## config.mk

```make
export PLATFORM = sky130hd
export DESIGN_NAME = seg_to_binary
export DESIGN_NICKNAME = d
export VERILOG_FILES = /design/src/rtl/seg_to_binary.sv
export SDC_FILE = /design/constraint.sdc
export NUM_CORES = 1
export LEC_CHECK = 0
export BUFFER_PORTS_ARGS = -buffer_cell sky130_fd_sc_hd__buf_2
export CAP_MARGIN = 15
export CORE_UTILIZATION = 57
export DETAILED_ROUTE_END_ITERATION = 8
export PLACE_DENSITY = 0.79
export SKIP_LAST_GASP = 1
export SLEW_MARGIN = 20
export SYNTH_ARGS = -nofsm -noshare
export SYNTH_HDL_FRONTEND = slang
export SYNTH_SLANG_ARGS = --single-unit
```

## constraint.sdc

```tcl
create_clock -name clk -period 2.7 [get_ports clk]
set_input_delay 0.27 -clock clk [delete_from_list [all_inputs] [get_ports clk]]
set_output_delay 0.27 -clock clk [all_outputs]
set_load 0.005 [all_outputs]
```

## src/rtl/seg_to_binary.sv

```systemverilog
// Seven-segment readback: decodes DIGITS active-high segment patterns to BCD,
// then converts the BCD value to unsigned binary by serial reverse double-dabble.
module seg_to_binary #(
  parameter int DIGITS = 2,
  parameter int BIN_W  = 7
) (
  input  logic                  clk,
  input  logic                  rst,
  input  logic                  start,
  input  logic [8*DIGITS-1:0]   I_seg,
  output logic                  busy,
  output logic                  O_valid,
  output logic                  O_err,
  output logic [BIN_W-1:0]      O_bin
);

  localparam int BCD_W = 4 * DIGITS;
  localparam int CNT_W = $clog2(BIN_W + 1);

  typedef enum logic [1:0] {
    IDLE   = 2'd0,
    DECODE = 2'd1,
    SHIFT  = 2'd2,
    DONE   = 2'd3
  } state_t;

  // Returns {valid, digit}; the dp bit is masked before matching.
  function automatic logic [4:0] seg_decode(input logic [7:0] seg);
    logic [4:0] res;
    case (seg & 8'hFE)
      8'hFC:   res = 5'h10;
      8'h60:   res = 5'h11;
      8'hDA:   res = 5'h12;
      8'hF2:   res = 5'h13;
      8'h66:   res = 5'h14;
      8'hB6:   res = 5'h15;
      8'hBE:   res = 5'h16;
      8'hE4:   res = 5'h17;
      8'hFE:   res = 5'h18;
      8'hF6:   res = 5'h19;
      default: res = 5'h00;
    endcase
    return res;
  endfunction

  // Post-shift correction: any digit that picked up the 8-weight from above drops by 3.
  function automatic logic [BCD_W-1:0] bcd_adjust(input logic [BCD_W-1:0] bcd);
    logic [BCD_W-1:0] res;
    res = bcd;
    for (int i = 0; i < DIGITS; i++) begin
      if (bcd[4*i +: 4] >= 4'd8) begin
        res[4*i +: 4] = bcd[4*i +: 4] - 4'd3;
      end else begin
        res[4*i +: 4] = bcd[4*i +: 4];
      end
    end
    return res;
  endfunction

  state_t               state_r, state_next_s;
  logic [8*DIGITS-1:0]  seg_r, seg_next_s;
  logic [BCD_W-1:0]     bcd_r, bcd_next_s, bcd_dec_s, bcd_shift_s;
  logic [BIN_W-1:0]     bin_r, bin_next_s, bin_shift_s;
  logic [CNT_W-1:0]     cnt_r, cnt_next_s;
  logic                 err_r, err_next_s, bad_s;
  logic                 busy_r, o_valid_r, o_err_r;
  logic [BIN_W-1:0]     o_bin_r;

  // Decode every captured byte and flag any unrecognised pattern.
  always_comb begin
    bcd_dec_s = {BCD_W{1'b0}};
    bad_s     = 1'b0;
    for (int i = 0; i < DIGITS; i++) begin
      logic [4:0] dec;
      dec = seg_decode(seg_r[8*i +: 8]);
      bcd_dec_s[4*i +: 4] = dec[3:0];
      bad_s = bad_s | ~dec[4];
    end
  end

  // One step of {bcd, bin} >> 1 followed by digit correction.
  always_comb begin
    bin_shift_s = {bcd_r[0], bin_r[BIN_W-1:1]};
    bcd_shift_s = bcd_adjust({1'b0, bcd_r[BCD_W-1:1]});
  end

  // Next-state and datapath update.
  always_comb begin
    state_next_s = state_r;
    seg_next_s   = seg_r;
    bcd_next_s   = bcd_r;
    bin_next_s   = bin_r;
    cnt_next_s   = cnt_r;
    err_next_s   = err_r;
    case (state_r)
      IDLE: begin
        if (start) begin
          seg_next_s   = I_seg;
          state_next_s = DECODE;
        end else begin
          state_next_s = IDLE;
        end
      end
      DECODE: begin
        bcd_next_s = bcd_dec_s;
        bin_next_s = {BIN_W{1'b0}};
        cnt_next_s = CNT_W'(BIN_W);
        err_next_s = bad_s;
        if (bad_s) begin
          state_next_s = DONE;
        end else begin
          state_next_s = SHIFT;
        end
      end
      SHIFT: begin
        bcd_next_s = bcd_shift_s;
        bin_next_s = bin_shift_s;
        cnt_next_s = cnt_r - CNT_W'(1);
        if (cnt_r == CNT_W'(1)) begin
          state_next_s = DONE;
        end else begin
          state_next_s = SHIFT;
        end
      end
      DONE:    state_next_s = IDLE;
      default: state_next_s = IDLE;
    endcase
  end

  // State, datapath and output registers; outputs load on entry to DONE so
  // O_bin/O_err are already valid during the O_valid pulse.
  always_ff @(posedge clk) begin
    if (rst) begin
      state_r   <= IDLE;
      seg_r     <= {(8*DIGITS){1'b0}};
      bcd_r     <= {BCD_W{1'b0}};
      bin_r     <= {BIN_W{1'b0}};
      cnt_r     <= {CNT_W{1'b0}};
      err_r     <= 1'b0;
      busy_r    <= 1'b0;
      o_valid_r <= 1'b0;
      o_err_r   <= 1'b0;
      o_bin_r   <= {BIN_W{1'b0}};
    end else begin
      state_r   <= state_next_s;
      seg_r     <= seg_next_s;
      bcd_r     <= bcd_next_s;
      bin_r     <= bin_next_s;
      cnt_r     <= cnt_next_s;
      err_r     <= err_next_s;
      busy_r    <= (state_next_s != IDLE);
      o_valid_r <= (state_next_s == DONE);
      if (state_next_s == DONE) begin
        o_bin_r <= bin_next_s;
        o_err_r <= err_next_s;
      end else begin
        o_bin_r <= o_bin_r;
        o_err_r <= o_err_r;
      end
    end
  end

  assign busy    = busy_r;
  assign O_valid = o_valid_r;
  assign O_err   = o_err_r;
  assign O_bin   = o_bin_r;

endmodule

```

# == Word level (Yosys, flattened, before mapping) ==
# Cells that the tools add are included.
# classes
n_addsub,2
n_mul,0
div,0
order_cmp,1
eq_ne,25
n_shift,0
muxes,11
bitwise_logic,3
n_reduce_logical,4
# op_table
operator,count
== test 7 bit (second input constant),16
one-hot mux 5 bit (10 select lines),2
== test 7 x 6 -> 1 bit (second input constant),4
one-hot mux 8 bit (2 select lines),1
one-hot mux 7 bit (2 select lines),1
one-hot mux 2 bit (4 select lines),1
== test 2 bit (second input constant),3
one-hot mux 3 bit (2 select lines),1
greater-or-equal comparator 4 bit (second input constant),1
two-way mux 1 bit,4
two-way mux 4 bit,1
nonzero test 2 bit,2
subtractor 4 x 2 -> 4 bit (second input constant),1
== test 3 x 1 -> 1 bit (second input constant),1
subtractor 3 x 1 -> 3 bit (second input constant),1
== test 2 x 1 -> 1 bit (second input constant),1
logical NOT 2 bit,1
NOT 1 bit,2
AND reduction 2 bit,1
bitwise OR 1 bit,1
# word_totals
ff_bits,47
latch_bits,0
ramBits,0
romBits,0
input_bits,19
output_inout_bits,10
elab_cells,56
n_memories,0

# == Logic depth before layout (Yosys ltp) ==
# depth
ltp_word,7
depth_mapped,8
mapped_depth_nobuf,8

# == Worst setup path after synthesis ==
# Ideal clock, no wire load.
# synth_path
path_kind,reg-to-reg
startpoint,register seg_r[15]
endpoint,"register o_err_r, in the netlist O_err"
setup_ns,0.121
arrival_time_ns,2.051
required_time_ns,2.579
slack_ns,0.528
path_stages_with_launch,8
path_buffers,1
synth_period_minus_slack_ns,2.172
cell_sequence,dfxtp_1 buf_6 or4_1 a211o_1 nand3_2 o32ai_2 o211ai_4 mux2_4
# synth_via
elab_chain_cells,7
word_cells_on_any_way,17
classes_between,11 x eq/ne; 4 x mux; 2 x bitwise
# synth_rtl
element,line_no,rtl
start: declaration,61,"logic [8*DIGITS-1:0] seg_r, seg_next_s;"
start signal: assignment,135,seg_r <= {(8*DIGITS){1'b0}};
start signal: assignment,146,seg_r <= seg_next_s;
== test 7 bit / == test 7 x 6 -> 1 bit (equally long branches),30,case (seg & 8'hFE)
one-hot mux 5 bit (10 select lines) (*),30,
NOT 1 bit (*),77,bad_s = bad_s | ~dec[4];
bitwise OR 1 bit (*),77,
two-way mux 1 bit,109,if (bad_s) begin
one-hot mux 2 bit (4 select lines),95,case (state_r)
== test 2 bit,153,if (state_next_s == DONE) begin
end signal: assignment,155,o_err_r <= err_next_s;
end signal: assignment,158,o_err_r <= o_err_r;
end: declaration,66,"logic busy_r, o_valid_r, o_err_r;"
# Mark *: on every way between the ends. The rest lies on a longest branch, timed or not.
# A chain may end at the register's enable or synchronous reset.

# == Worst setup path after layout ==
# Ends and elaborated chain as after synthesis.

==> metrics.yaml <==
logic_synthesis:
  synth_top_cell_by_area: "dfxtp_1"
  synth_area_mm2: 0.00230
  synthTopCellsByCount: "nand2_1, dfxtp_1, a21oi_1"
  seq_area_frac_synth_pct: 38.2
  ys_types: 51
  synth_async_sr_flop_share_pct: 0
  synth_edf_count: 0
  yosysTopAreaCellShare_pct: 38.2
  synth_area_leaders: "dfxtp_1, nand2_1, a21oi_1"
  yosysMostFrequentCell: "nand2_1"
  dominantRegCellSynth: "dfxtp_1"
  synth_nets: 311
  syn_area_per_cell_um2: 8.12
  yosys_warnings: 0
  syn-instance-count: 284
  synth-seq-cells: 44
pwr:
  p_total_uw: 2150
  vdd_drop_max_uv: 435
  p_leak_uw: 0.000978
  p_per_area_mw_per_mm2: 855
critical_path:
  crit_arrival_ns: 2.47
  reg2reg_depth: 6
  slowest_stage: "or4_1"
  crit_type: "reg2reg"
  start_kind: "register"
  worst-path-max-fanout: 9
  crit_path_end_kind: "register"
  cpPeakStageDelay_ns: 0.54
  r2r_setup_slack_ns: 0.42
  crit_required_ns: 2.89
  path_cells: "or4_1 > a211o_1 > nand3_2 > o32ai_2 > o211ai_4 > mux2_4"
die:
  die_area_mm2: 0.00430
  start_util_pct: 61.1
  die_y_um: 65.6
  die_w_um: 65.6
  core_mm2: 0.00377
  num_rows: 22
  ios: 29
cts:
  clkTransAtPathRegs_ns: 0.09
  ctsHoldBuffers: 0
  cts_inserted_buffers: 5
  cts_root_buffer: "clkbuf_8"
  clkSinkCount: 44
  htree_levels: 2
  cts_tree: "built"
  worst_skew_pair.late_latency_ns: 0.30
  clock_path_buffers: 2
  postCtsSetupBuffers: 0
  post_cts_resized: 0
place:
  gp_congestion: 0.849
  port_buffers: 26
  place_hpwl_mm: 2.93
  pre_cts_ws_ns: 0.455
worst_hold_path:
  hp-class: "in2reg"
  whs_path_depth: 3
drt:
  wl_mm: 4.38
  dr.pass1.iters: 4
  wire_per_inst_um: 12.6
  ant_nets: 0
  vias_per_cell: 5.62
  drt_iter0_drc: 144
  vias: 1943
  drcViolationCount: 0
timing:
  maxSlewHeadroom_pct: 53.8
  timing.fmax_mhz: 440
  setup_ws_ns: 0.425
  hold_ws_ns: 0.191
  skew_ns: 0.0130
  slew_violations: 0
  period_share_pct: 84.3
  grt_setup_unrepaired: "no"
  final.min_clock_period_ns: 2.28
  finalSetupViolCount: 0
  finalHoldViolCount: 0
  fin_setup_tns_ns: 0
  tightest_slew_ns: 0.692
finish:
  finalCoreUtilization_pct: 66.7
  num_antenna_cells: 0
  fin_nets: 324
  area_growth_syn_to_layout_pct: 9.17
  drive_above_1_share_pct: 15.4
outcome:
  status: "complete, no violations"
run:
  drv_cap: 0
global_routing:
  grt_max_degree: 41
  grt_pass1_vias: 1744
  track_usage_pct: 22.9
  antenna_found_initial: 0
  grt_pass1_wl_mm: 7.59
  overflow: 0
layout make-up:
type,instances,area (um2)
fill,324,1250
timing repair buffer,29,153
clock inverter,2,38.8
multi-input combinational,205,1260
tap,48,60.1
sequential,44,881
inverter,12,45.0
clock buffer,6,82.6
metal layers:
metal / vias up / track usage, % / part of all wire, %
li1: 1009 / - / -
met1: 902 / 27.5 / 48
met2: 30 / 39.7 / 48
met3: 2 / 6.77 / 3.4
met4: 0 / 5.71 / 0.43
met5: - / 0 / 0
power by group:
group	switching (uW)	internal, uW	total, uW	leakage [uW]
combinational	446	275	721	0.000558
clock	233	303	536	0.0000614
sequential	127	767	894	0.000359
critical path, delay by kind of cell, from the launching register on:
kind / cells / cell delay, ns
compound gates: 3 / 0.83
flops: 1 / 0.38
simple gates: 2 / 0.62
mux: 1 / 0.34
metrics by stage:
stage | instances | area (um2)
after floorplan | 284 | 2300
after global placement | 338 | 2390
after detailed placement | 338 | 2390
after CTS | 346 | 2520
after global routing | 346 | 2520
final | 346 | 2520
registers in the layout (all words and copies together), names as in the netlist:
signal and flops:
O_err 1, seg_r 14, O_valid 1, bcd_r 8, err_r 1, busy 1, state_r 2, cnt_r 3
O_bin 7, bin_r 6
cells by family after synthesis:
logic type / Yosys count / synth area share, %
AND/OR/NAND/NOR: 121 / 26.4
AO/OA/AOI/OAI: 62 / 17.6
flip-flops: 44 / 38.2
buffers and inverters: 35 / 7.27
multiplexers: 10 / 4.56
adder cells (fa/ha/maj): 8 / 4.34
XOR/XNOR: 4 / 1.52
path summary, 6_finish.rpt:
| kind | start | endpoint |
|---|---|---|
| min reg2reg | cnt_r[1] | cnt_r[1] |
| min | I_seg[13] | seg_r[13] |
| max reg2reg | seg_r[15] | O_err |
| max | seg_r[15] | O_err |
layout by cell type (no fill, tap or decap), drive strengths merged, types with 3 or more instances in the layout:
cell,netlist,final
nor2,18,18
nand3b,7,7
nand2b,13,13
dfxtp,44,44
ha,8,8
o21ai,9,9
buf,8,29
o211ai,4,4
nand4,3,3
o32ai,3,3
nand3,10,10
a21oi,30,30
nor3,5,5
inv,12,12
mux2i,9,9
clkbuf,15,6
nor4,3,3
nand2,48,48
Power figures use the tool's default switching activity.
